## src/rtl/c1_window_sched.sv

```systemverilog
// c1_window_sched: sweeps every window of the input map once per kernel and gates the
// address generator against downstream back-pressure. Each issued tag {kernel, window}
// is delayed by ROM_LAT cycles so it lines up with the anchor-ROM read data.
// Ports: clk, rst_n (sync, active-low), start, abort, out_ready in;
//        agen_en, agen_pause, win_valid, kernel_idx[7:0], win_idx[31:0], busy, done,
//        stall_cnt[31:0] out.
// Option: C1_SCHED_PERF_EN compiles the back-pressure cycle counter behind stall_cnt.
module c1_window_sched #(
  parameter int H_IMAGE_LEN  = 30,
  parameter int V_IMAGE_LEN  = 30,
  parameter int H_WINDOW_LEN = 5,
  parameter int V_WINDOW_LEN = 5,
  parameter int N_KERNEL     = 6,
  parameter int ROM_LAT      = 1
) (
  input  logic        clk,
  input  logic        rst_n,
  input  logic        start,
  input  logic        abort,
  input  logic        out_ready,
  output logic        agen_en,
  output logic        agen_pause,
  output logic        win_valid,
  output logic [7:0]  kernel_idx,
  output logic [31:0] win_idx,
  output logic        busy,
  output logic        done,
  output logic [31:0] stall_cnt
);
  localparam int W = (H_IMAGE_LEN - H_WINDOW_LEN + 1) * (V_IMAGE_LEN - V_WINDOW_LEN + 1);
  typedef enum logic [2:0] {IDLE, RUN, STALL, DRAIN, DONE} state_t;
  state_t state, state_n;
  logic [7:0] k;
  logic [31:0] w;
  logic [2:0] dcnt;
  logic active, last_w, last_k;
  logic [40:0] dl [ROM_LAT];
  // STALL is transparent to out_ready, so RUN and STALL share the same issue gating
  assign active = state == RUN || state == STALL;
  assign agen_en = active && out_ready;
  assign agen_pause = active && !out_ready;
  assign last_w = w == 32'(W - 1);
  assign last_k = k == 8'(N_KERNEL - 1);
  assign busy = state != IDLE;
  assign done = state == DONE;
  assign {win_valid, kernel_idx, win_idx} = dl[ROM_LAT-1];
  always_ff @(posedge clk)
    state <= !rst_n ? IDLE : state_n;
  always_comb begin
    state_n = state;
    case (state)
      IDLE:       state_n = start ? RUN : IDLE;
      RUN, STALL: state_n = !out_ready ? STALL : (last_w && last_k) ? DRAIN : RUN;
      DRAIN:      state_n = dcnt == 3'(ROM_LAT - 1) ? DONE : DRAIN;
      default:    state_n = IDLE;
    endcase
    if (abort) state_n = IDLE;
  end
  // non-issue slots push zeros so the tags read 0 whenever win_valid is low
  always_ff @(posedge clk) begin
    if (!rst_n || abort) begin
      k <= '0;
      w <= '0;
      dcnt <= '0;
      for (int i = 0; i < ROM_LAT; i++) dl[i] <= '0;
    end else begin
      if (agen_en) begin
        w <= last_w ? '0 : w + 32'd1;
        if (last_w) k <= last_k ? '0 : k + 8'd1;
      end
      dcnt <= state == DRAIN ? dcnt + 3'd1 : '0;
      dl[0] <= agen_en ? {1'b1, k, w} : '0;
      for (int i = 1; i < ROM_LAT; i++) dl[i] <= dl[i-1];
    end
  end
`ifdef C1_SCHED_PERF_EN
  logic [31:0] sc;
  // a STALL cycle that sees out_ready=1 is an issue cycle, so only paused cycles count
  always_ff @(posedge clk)
    if (!rst_n || (state == IDLE && start && !abort)) sc <= '0;
    else if (agen_pause && sc != '1) sc <= sc + 32'd1;
  assign stall_cnt = sc;
`else
  assign stall_cnt = '0;
`endif
endmodule

```

## config.mk

```make
export PLATFORM = sky130hd
export DESIGN_NAME = c1_window_sched
export DESIGN_NICKNAME = d
export VERILOG_FILES = /design/src/rtl/c1_window_sched.sv
export SDC_FILE = /design/constraint.sdc
export NUM_CORES = 1
export LEC_CHECK = 0
export ABC_AREA = 0
export CAP_MARGIN = 20
export CORE_ASPECT_RATIO = 1.25
export CORE_MARGIN = 5
export CORE_UTILIZATION = 45
export DETAILED_ROUTE_END_ITERATION = 7
export GPL_TIMING_DRIVEN = 1
export HOLD_SLACK_MARGIN = 0.05
export PLACE_DENSITY_LB_ADDON = 0.25
export SYNTH_ARGS = -nofsm -noshare
export SYNTH_HDL_FRONTEND = slang
export SYNTH_SLANG_ARGS = --single-unit
```

## constraint.sdc

```tcl
create_clock -name clk -period 1.87 [get_ports clk]
set_input_delay 0.561 -clock clk [delete_from_list [all_inputs] [get_ports clk]]
set_output_delay 0.561 -clock clk [all_outputs]
set_load 0.01 [all_outputs]
```

==> impl_metrics.py <==
metrics = {
    "timing": {
        "fin_crit_sh_pct": 106,
        "hold_viol": 0,
        "maxSlewViolCount": 0,
        "hold_slack_ns": 0.460,
        "post-route-min-period_ns": 1.98,
        "setup_viol": 20,
        "rsz0062_at_grt": "true",
        "fmax_ghz": 0.504,
        "worst_slack_ns": -0.112,
        "fin_skew_ns": 0.0105,
    },
    "global_route": {
        "grt_max_degree": 36,
        "grt_pass1_vias": 2877,
        "antenna_found_initial": 0,
        "grt_pass1_wl_mm": 13.2,
        "grtUsageTotal_pct": 17.5,
        "overflow": 0,
    },
    "die": {
        "die_x_um": 89.4,
        "ioPinCount": 82,
        "core_mm2": 0.00775,
        "initial_core_util_pct": 45.7,
        "die_y_um": 109,
        "rows": 36,
        "die_area_mm2": 0.00976,
    },
    "cells_and_area": {
        "final_nets": 511,
        "n_fill_cell": 613,
        "n_antenna_cell": 0,
        "fin_cells": 601,
        "drive_above_1_share_pct": 28.1,
        "syn2layout_area_growth_pct": 45.3,
    },
    "outcome": {
        "status": "finished, violations left",
        "violations": "setup timing",
    },
    "routing": {
        "dr.pass1.iters": 4,
        "vias": 2981,
        "first_iter_violations": 94,
        "drt_wl_total_mm": 8.43,
        "wire_per_inst_um": 14.0,
        "ant_nets": 0,
        "vias_per_cell": 4.96,
        "route.detailed.drc": 0,
    },
    "synth": {
        "ys_seq_elements": 87,
        "synth.distinct_cells": 37,
        "ys_top_cells_by_area": "dfxtp_1, buf_4, and2_1",
        "synth_edf_count": 0,
        "synthCells": 384,
        "synth.most_common_cell": "dfxtp_1",
        "synth_common_cells": "dfxtp_1, nor2_1, and2_1, buf_4, nand2_1",
        "yosysWarnings": 0,
        "synth_seq_area_share_pct": 49.2,
        "syn_area_mm2": 0.00354,
        "ys.flop_type": "dfxtp_1",
        "avgSynthCellArea_um2": 9.22,
        "yosys.area.top_type_share_pct": 49.2,
        "async_flop_share_pct": 0,
        "yosys.area.top_type": "dfxtp_1",
    },
    "setup_path": {
        "worstPathCellList": "xnor2_2, or3b_4, buf_4, nor3_4, or4b_1, a21oi_1",
        "critPathMaxFanout": 18,
        "max_stage_delay_ns": 0.45,
        "arrival_ns": 2.29,
        "required_ns": 2.18,
        "end_kind": "flip-flop",
        "slowest_stage": "or4b_1",
        "startpoint_type": "flip-flop",
        "critPathKind": "flip-flop to flip-flop",
    },
    "clocking": {
        "worstSkewPairLatency_ns": 0.37,
        "clock_sinks": 87,
        "clockBufferDepth": 2,
        "cts.clk_slew.worst_paths_ns": 0.09,
        "cts_tree": "yes",
        "clockRootBuffer": "clkbuf_8",
        "cts_hold_buf": 0,
        "h-tree-depth": 3,
        "cts_buffers": 9,
    },
    "power_and_ir_drop": {
        "cellLeakagePower_nw": 1.96,
        "vdd_drop_max_mv": 0.593,
        "powerDensity_mw_per_mm2": 697,
    },
    "placement": {
        "place.gp.congestion": 0.837,
        "hpwl_mm": 5.37,
        "dp.cells": 566,
        "io_buffers": 49,
    },
    "min_path": {
        "hp-class": "flip-flop to flip-flop",
    },
    "run": {
        "cap_viol_max_count": 0,
    },
}
## where the power goes
group,internal (mW),total [mW],switching (mW),leakage [nW]
Sequential,1.85,1.85,0.00184,0.708
Clock,0.924,1.58,0.660,0.116
Combinational,0.0578,0.153,0.0952,1.14
## metrics by stage
stage	cell area [um^2]	setup TNS [ns]	total power [mW]	setup WS [ns]	util, %
after global placement	4400	-28.34	2.00	-0.689	56.8
after floorplan	3690	-0.0176	2.01	-0.0176	-
final	5150	-1.03	3.59	-0.112	66.4
after detailed placement	4400	-29.21	2.00	-0.688	56.8
after global routing	5150	-3.70	3.70	-0.166	66.4
after CTS	4890	-1.03	3.61	-0.0912	63.1
## metal layers
metal,global-route usage [%],up-vias,wire length (um)
li1,-,1464,-
met1,20.6,1395,3410
met2,29.4,103,4250
met3,4.01,19,553
met4,8.30,0,218
met5,0,-,0
## cell type report
class,count,area [um^2],share of cell area (%)
inverters,10,37.5,0.729
clock buffers,11,141,2.75
repair buffers,118,1090,21.1
flip-flops and latches,87,1760,34.2
clock inverters,5,105,2.04
multi-input cells,275,1900,36.8
well taps,95,119,2.31
## registers in the layout, summed over array words and instances (netlist names)
register  cells
k             8
dcnt          3
state         3
w            32
dl           41
## final timing paths
kind                            endpoint  slack, ns  cells past startpoint  startpoint
worst max-delay path                k[3]      -0.11                      6    state[1]
worst max register to register      k[3]      -0.11                      6    state[1]
worst min-delay path             dcnt[0]       0.46                      1     dcnt[0]
worst min register to register   dcnt[0]       0.46                      1     dcnt[0]
## placed cells by master (no fill, tap or decap), types with 7 or more instances in the layout
cell type,synthesis,final
xor2_1,16,16
nand2_1,19,18
buf_4,32,59
and2_1,35,35
clkdlybuf4s50_1,0,44
and3_1,7,7
clkbuf_8,0,10
dfxtp_2,0,13
nor2_4,0,12
dfxtp_1,87,73
nor2_1,45,31
nand4_1,17,17
nor3_1,15,14
nor4_4,0,7
conb_1,1,32
xnor2_1,17,15
nand3_1,15,15
inv_1,10,9
## cells by family after synthesis
group | synth area share [%]
buf+inv | 9.15
flops | 49.2
simple gates | 28.5
compound gates | 3.11
other cells | 0.106
fa+ha+maj | 1.77
xor+xnor | 8.16
## worst max-delay path: cells and delay by family (launching register included)
family	cells	cell delay (ns)
AOI/OAI and AO/OA	1	0.15
buffers and inverters	1	0.24
DFF	1	0.34
xor gates and xnor gates	1	0.15
and+or+nand+nor	3	1.04
## what timing repair did
item                       in CTS  in global routing
pin swaps                       6                 33
setup buffers                  13                  6
gates resized for setup        41                 58
gates cloned                    2                  1
setup endpoints to repair      33                 42
Note: power is estimated with default switching activity, not from simulation.
==> edit 1, RTL diff (config.mk and constraints unchanged) <==
Change the parameter `ROM_LAT` from 1 to 2.
--- a/src/rtl/c1_window_sched.sv
+++ b/src/rtl/c1_window_sched.sv
@@ -11,7 +11,7 @@
   parameter int H_WINDOW_LEN = 5,
   parameter int V_WINDOW_LEN = 5,
   parameter int N_KERNEL     = 6,
-  parameter int ROM_LAT      = 1
+  parameter int ROM_LAT      = 2
 ) (
   input  logic        clk,
   input  logic        rst_n,
Behaviour: not the same (a bounded check fails within 4 cycles, from zero or initial values).
==> edit 1 against the original RTL <==
- the flow still finishes with violations (setup timing)
- cell area grew 23%
- count of clock-buffer cells in the layout is 12 higher
- via count is 15% higher
- first-iteration DRC count rose by 9.6%
- total power up 78%
- synthesized area increased by 43%
- wire length is 11% higher
- sequential cell count grew 41
- clock power grew 120%
- sequential power is 48% higher
- fmax is 4.7% higher
- synthesized cell count up 38%
- worst setup slack better by 0.088 ns
==> edit 1: results (changes against the original RTL) <==
Final cell utilization of the core: 56.9% (was 66.4%)
Instance area at placement: 5500 sq um (was 4400 sq um)
First-iteration detailed-routing DRC count: 103 (was 94)
Violations in the final reports: setup timing (unchanged)
Fillers: 979 (was 613)
Total area of multi-input combinational cells: 2040 sq um (was 1900 sq um)
Final layout net count: 580 (was 511)
Total number of H-tree levels: 4 (was 3)
Outcome: finished with violations (unchanged)
Total core area: 11,100 sq um (was 7750 sq um)
Hold wc startpoint: dl[0][7] (was dcnt[0])
FFs & Latches: 128 (was 87)
Arrival time of the worst setup path: 1.33 ns (was 2.29 ns)
Adder-cell share of the synthesized area: 1.23% (was 1.77%)
Maximum number of pins on one net before global-route repair: 50 (was 36)
Post-Layout Cell Count: 718 (was 601)
Setup violators final: 1 (was 20)
Critical path fanouts, max: 3 (was 18)
Fraction of synthesized cell area in xor and xnor cells: 5.85% (was 8.16%)
Depth of the most critical reg-to-reg path: 7 (was 6)
Gate count after technology mapping: 530 (was 384)
Cell total after placement: 682 (was 566)
Worst Slack Setup Final: -0.0241 ns (was -0.112 ns)
Critical path launch point: state[0] (was state[1])
RR Endpoint: k[5] (was k[3])
Non-clk bufs: 88 (was 118)
Post-Place Setup Slack: -0.629 ns (was -0.688 ns)
Total via count after detailed routing: 3,436 (was 2,981)
#MultiIn Comb: 323 (was 275)
Fraction of final layout cells with drive strength greater than 1: 18.0% (was 28.1%)
Buffer cell driving the clock tree root: sky130_fd_sc_hd__clkbuf_16 (was sky130_fd_sc_hd__clkbuf_8)
Hold_ws: 0.422 ns (was 0.460 ns)
Non-CTS inverters: 12 (was 10)
-- edit 1: worst max-delay path by stage --
stage / endpoint / depth (start not counted)
floorplan: agen_en / 5
global placement: agen_en / 5
detailed placement: agen_en / 5
CTS: busy / 3
global route: agen_pause / 3
finish: busy / 3
-- edit 1: per-layer routing --
metal  wire length, um  vias up  GRT usage (%)
met5                 0        -              0
met4               175        0           7.00
met3               450       17           4.26
met2              4780       92           24.4
met1              3990     1604           14.9
li1                  -     1723              -
-- edit 1: what timing repair did --
action / CTS / global route
endpoints found under the setup margin: 45 / 44
setup buffers: 3 / 0
pin swaps: 4 / 8
cloned: 0 / 1
gates resized for setup: 28 / 20
-- edit 1: power groups by stage --
stage          combinational, mW  sequential [mW]  clock [mW]
2_1_floorplan              0.136             2.79           0
3_3_place_gp               0.141             2.79           0
3_5_place_dp               0.143             2.79           0
4_1_cts                    0.149             2.73        3.56
5_1_grt                    0.175             2.73        3.70
6_report                   0.161             2.73        3.50
==> edit 2, RTL diff (same settings) <==
Made on the original files. Encoding of `state_t`: now Gray code (3 bits for 5 states).
--- a/src/rtl/c1_window_sched.sv
+++ b/src/rtl/c1_window_sched.sv
@@ -28,7 +28,7 @@
   output logic [31:0] stall_cnt
 );
   localparam int W = (H_IMAGE_LEN - H_WINDOW_LEN + 1) * (V_IMAGE_LEN - V_WINDOW_LEN + 1);
-  typedef enum logic [2:0] {IDLE, RUN, STALL, DRAIN, DONE} state_t;
+  typedef enum logic [2:0] {IDLE = 3'b000, RUN = 3'b001, STALL = 3'b011, DRAIN = 3'b010, DONE = 3'b110} state_t;
   state_t state, state_n;
   logic [7:0] k;
   logic [31:0] w;
Function: same outputs for any inputs over 10 cycles, from zero or initial values; not proved beyond that.
==> edit 2 against the original RTL <==
- cell area is 3.9% lower
- worst setup slack better by 0.14 ns
- sequential cell count stayed put
- total power shrank 2.1%
- via count grew 1.7%
- synthesized area rose by 3.9%
- wire length increased by 0.94%
==> edit 2: results (changes against the original RTL) <==
Outcome: finished clean (was finished with violations)
Global-route total usage across every layer: 16.9% (was 17.5%)
RePlAce Congestion: 0.857 (was 0.837)
Wire length per cell after detailed routing: 14.5 um (was 14.0 um)
First-iteration detailed-routing DRC count: 168 (was 94)
FF-to-FF setup slack: 0.03 ns (was -0.11 ns)
Number of clock buffers inserted by TritonCTS: 9 (unchanged)
Biggest registers after layout: dl x41, w x32, k x8 (unchanged)
Critical-path top delay cell: sky130_fd_sc_hd__or4_4 (was sky130_fd_sc_hd__or4b_1)
R2R Path Start: w[0] (was state[1])
Fraction of synthesized cell area in xor and xnor cells: 8.33% (was 8.16%)
Leak pwr: 1.98 nW (was 1.96 nW)
Via count of the first global-routing pass: 2,977 (was 2,877)
Instance area at placement: 4500 sq um (was 4400 sq um)
Gate count after technology mapping: 393 (was 384)
RR Endpoint: k[4] (was k[3])
Hold_ws: 0.455 ns (was 0.460 ns)
Synth top cells by count: sky130_fd_sc_hd__dfxtp_1 (87), sky130_fd_sc_hd__nor2_1 (48), sky130_fd_sc_hd__and3_1 (37) (was sky130_fd_sc_hd__dfxtp_1 (87), sky130_fd_sc_hd__nor2_1 (45), sky130_fd_sc_hd__and2_1 (35))
Final layout net count: 495 (was 511)
Adder-cell share of the synthesized area: 1.70% (was 1.77%)
Final period util: 98.3% (was 106%)
First-pass GRT wire length: 14,000 um (was 13,200 um)
Detailed Route WL: 8510 um (was 8430 um)
Fraction of final layout cells with drive strength greater than 1: 25.2% (was 28.1%)
N_diodes: 0 (unchanged)
Proportion of synthesized area in mux cells: 0% (unchanged)
Critical path fanouts, max: 8 (was 18)
Sum of net half-perimeters after detailed placement: 5980 um (was 5370 um)
Max rail drop VDD: 0.402 mV (was 0.593 mV)
Netlist cell types: 44 (was 37)
Deepest clock path buffer count: 2 (unchanged)
Maximum number of pins on one net before global-route repair: 43 (was 36)
Arrival time of the worst setup path: 2.13 ns (was 2.29 ns)
Worst clock skew: 0.00984 ns (was 0.0105 ns)
Compound-Gate Fraction of Synth Area: 2.89% (was 3.11%)
DR vias/cell: 5.18 (was 4.96)
Synth area leaders: sky130_fd_sc_hd__dfxtp_1 (47%), sky130_fd_sc_hd__xnor2_1 (6.9%), sky130_fd_sc_hd__buf_4 (6.5%) (was sky130_fd_sc_hd__dfxtp_1 (49%), sky130_fd_sc_hd__buf_4 (6.8%), sky130_fd_sc_hd__and2_1 (6.2%))
Number of iterations in the first detailed-routing pass: 5 (was 4)
Post-Place Setup Slack: -0.707 ns (was -0.688 ns)
Stage delay of the slowest cell on the critical path: 0.48 ns (was 0.45 ns)
Buffer cell driving the clock tree root: sky130_fd_sc_hd__clkbuf_8 (unchanged)
Fraction of the yosys area taken by sequential cells: 47.3% (was 49.2%)
Ys flop type: sky130_fd_sc_hd__dfxtp_1 (unchanged)
Hold Path Sink: dcnt[0] (unchanged)
edit 2: report_power, final:
group / switching [mW] / internal (mW)
logic: 0.0864 / 0.0371
registers: 0.00457 / 1.85
clock network: 0.629 / 0.907
total: 0.720 / 2.80
edit 2: cell type report:
cell class,instances,area (sq um)
Clock buffer,10,138
Tap cell,97,121
Fill cell,671,3160
Multi-Input combinational cell,274,1900
Sequential cell,87,1760
Timing Repair Buffer,103,895
Clock inverter,4,95.1
Inverter,10,37.5
edit 2: repair_timing:
item	4_1_cts	5_1_grt
buffers inserted	3	1
hold endpoints to repair	0	0
resized for setup	26	30
cloned	0	1
setup endpoints to repair	41	45
pin swaps	10	4
edit 2: layer usage:
| metal | global-route usage, % | share of wire (%) | vias up |
|---|---|---|---|
| met1 | 19.6 | 41 | 1435 |
| met4 | 8.71 | 3.1 | 0 |
| met5 | 0 | 0 | - |
| li1 | - | - | 1476 |
| met3 | 3.73 | 5.3 | 22 |
| met2 | 28.8 | 51 | 100 |
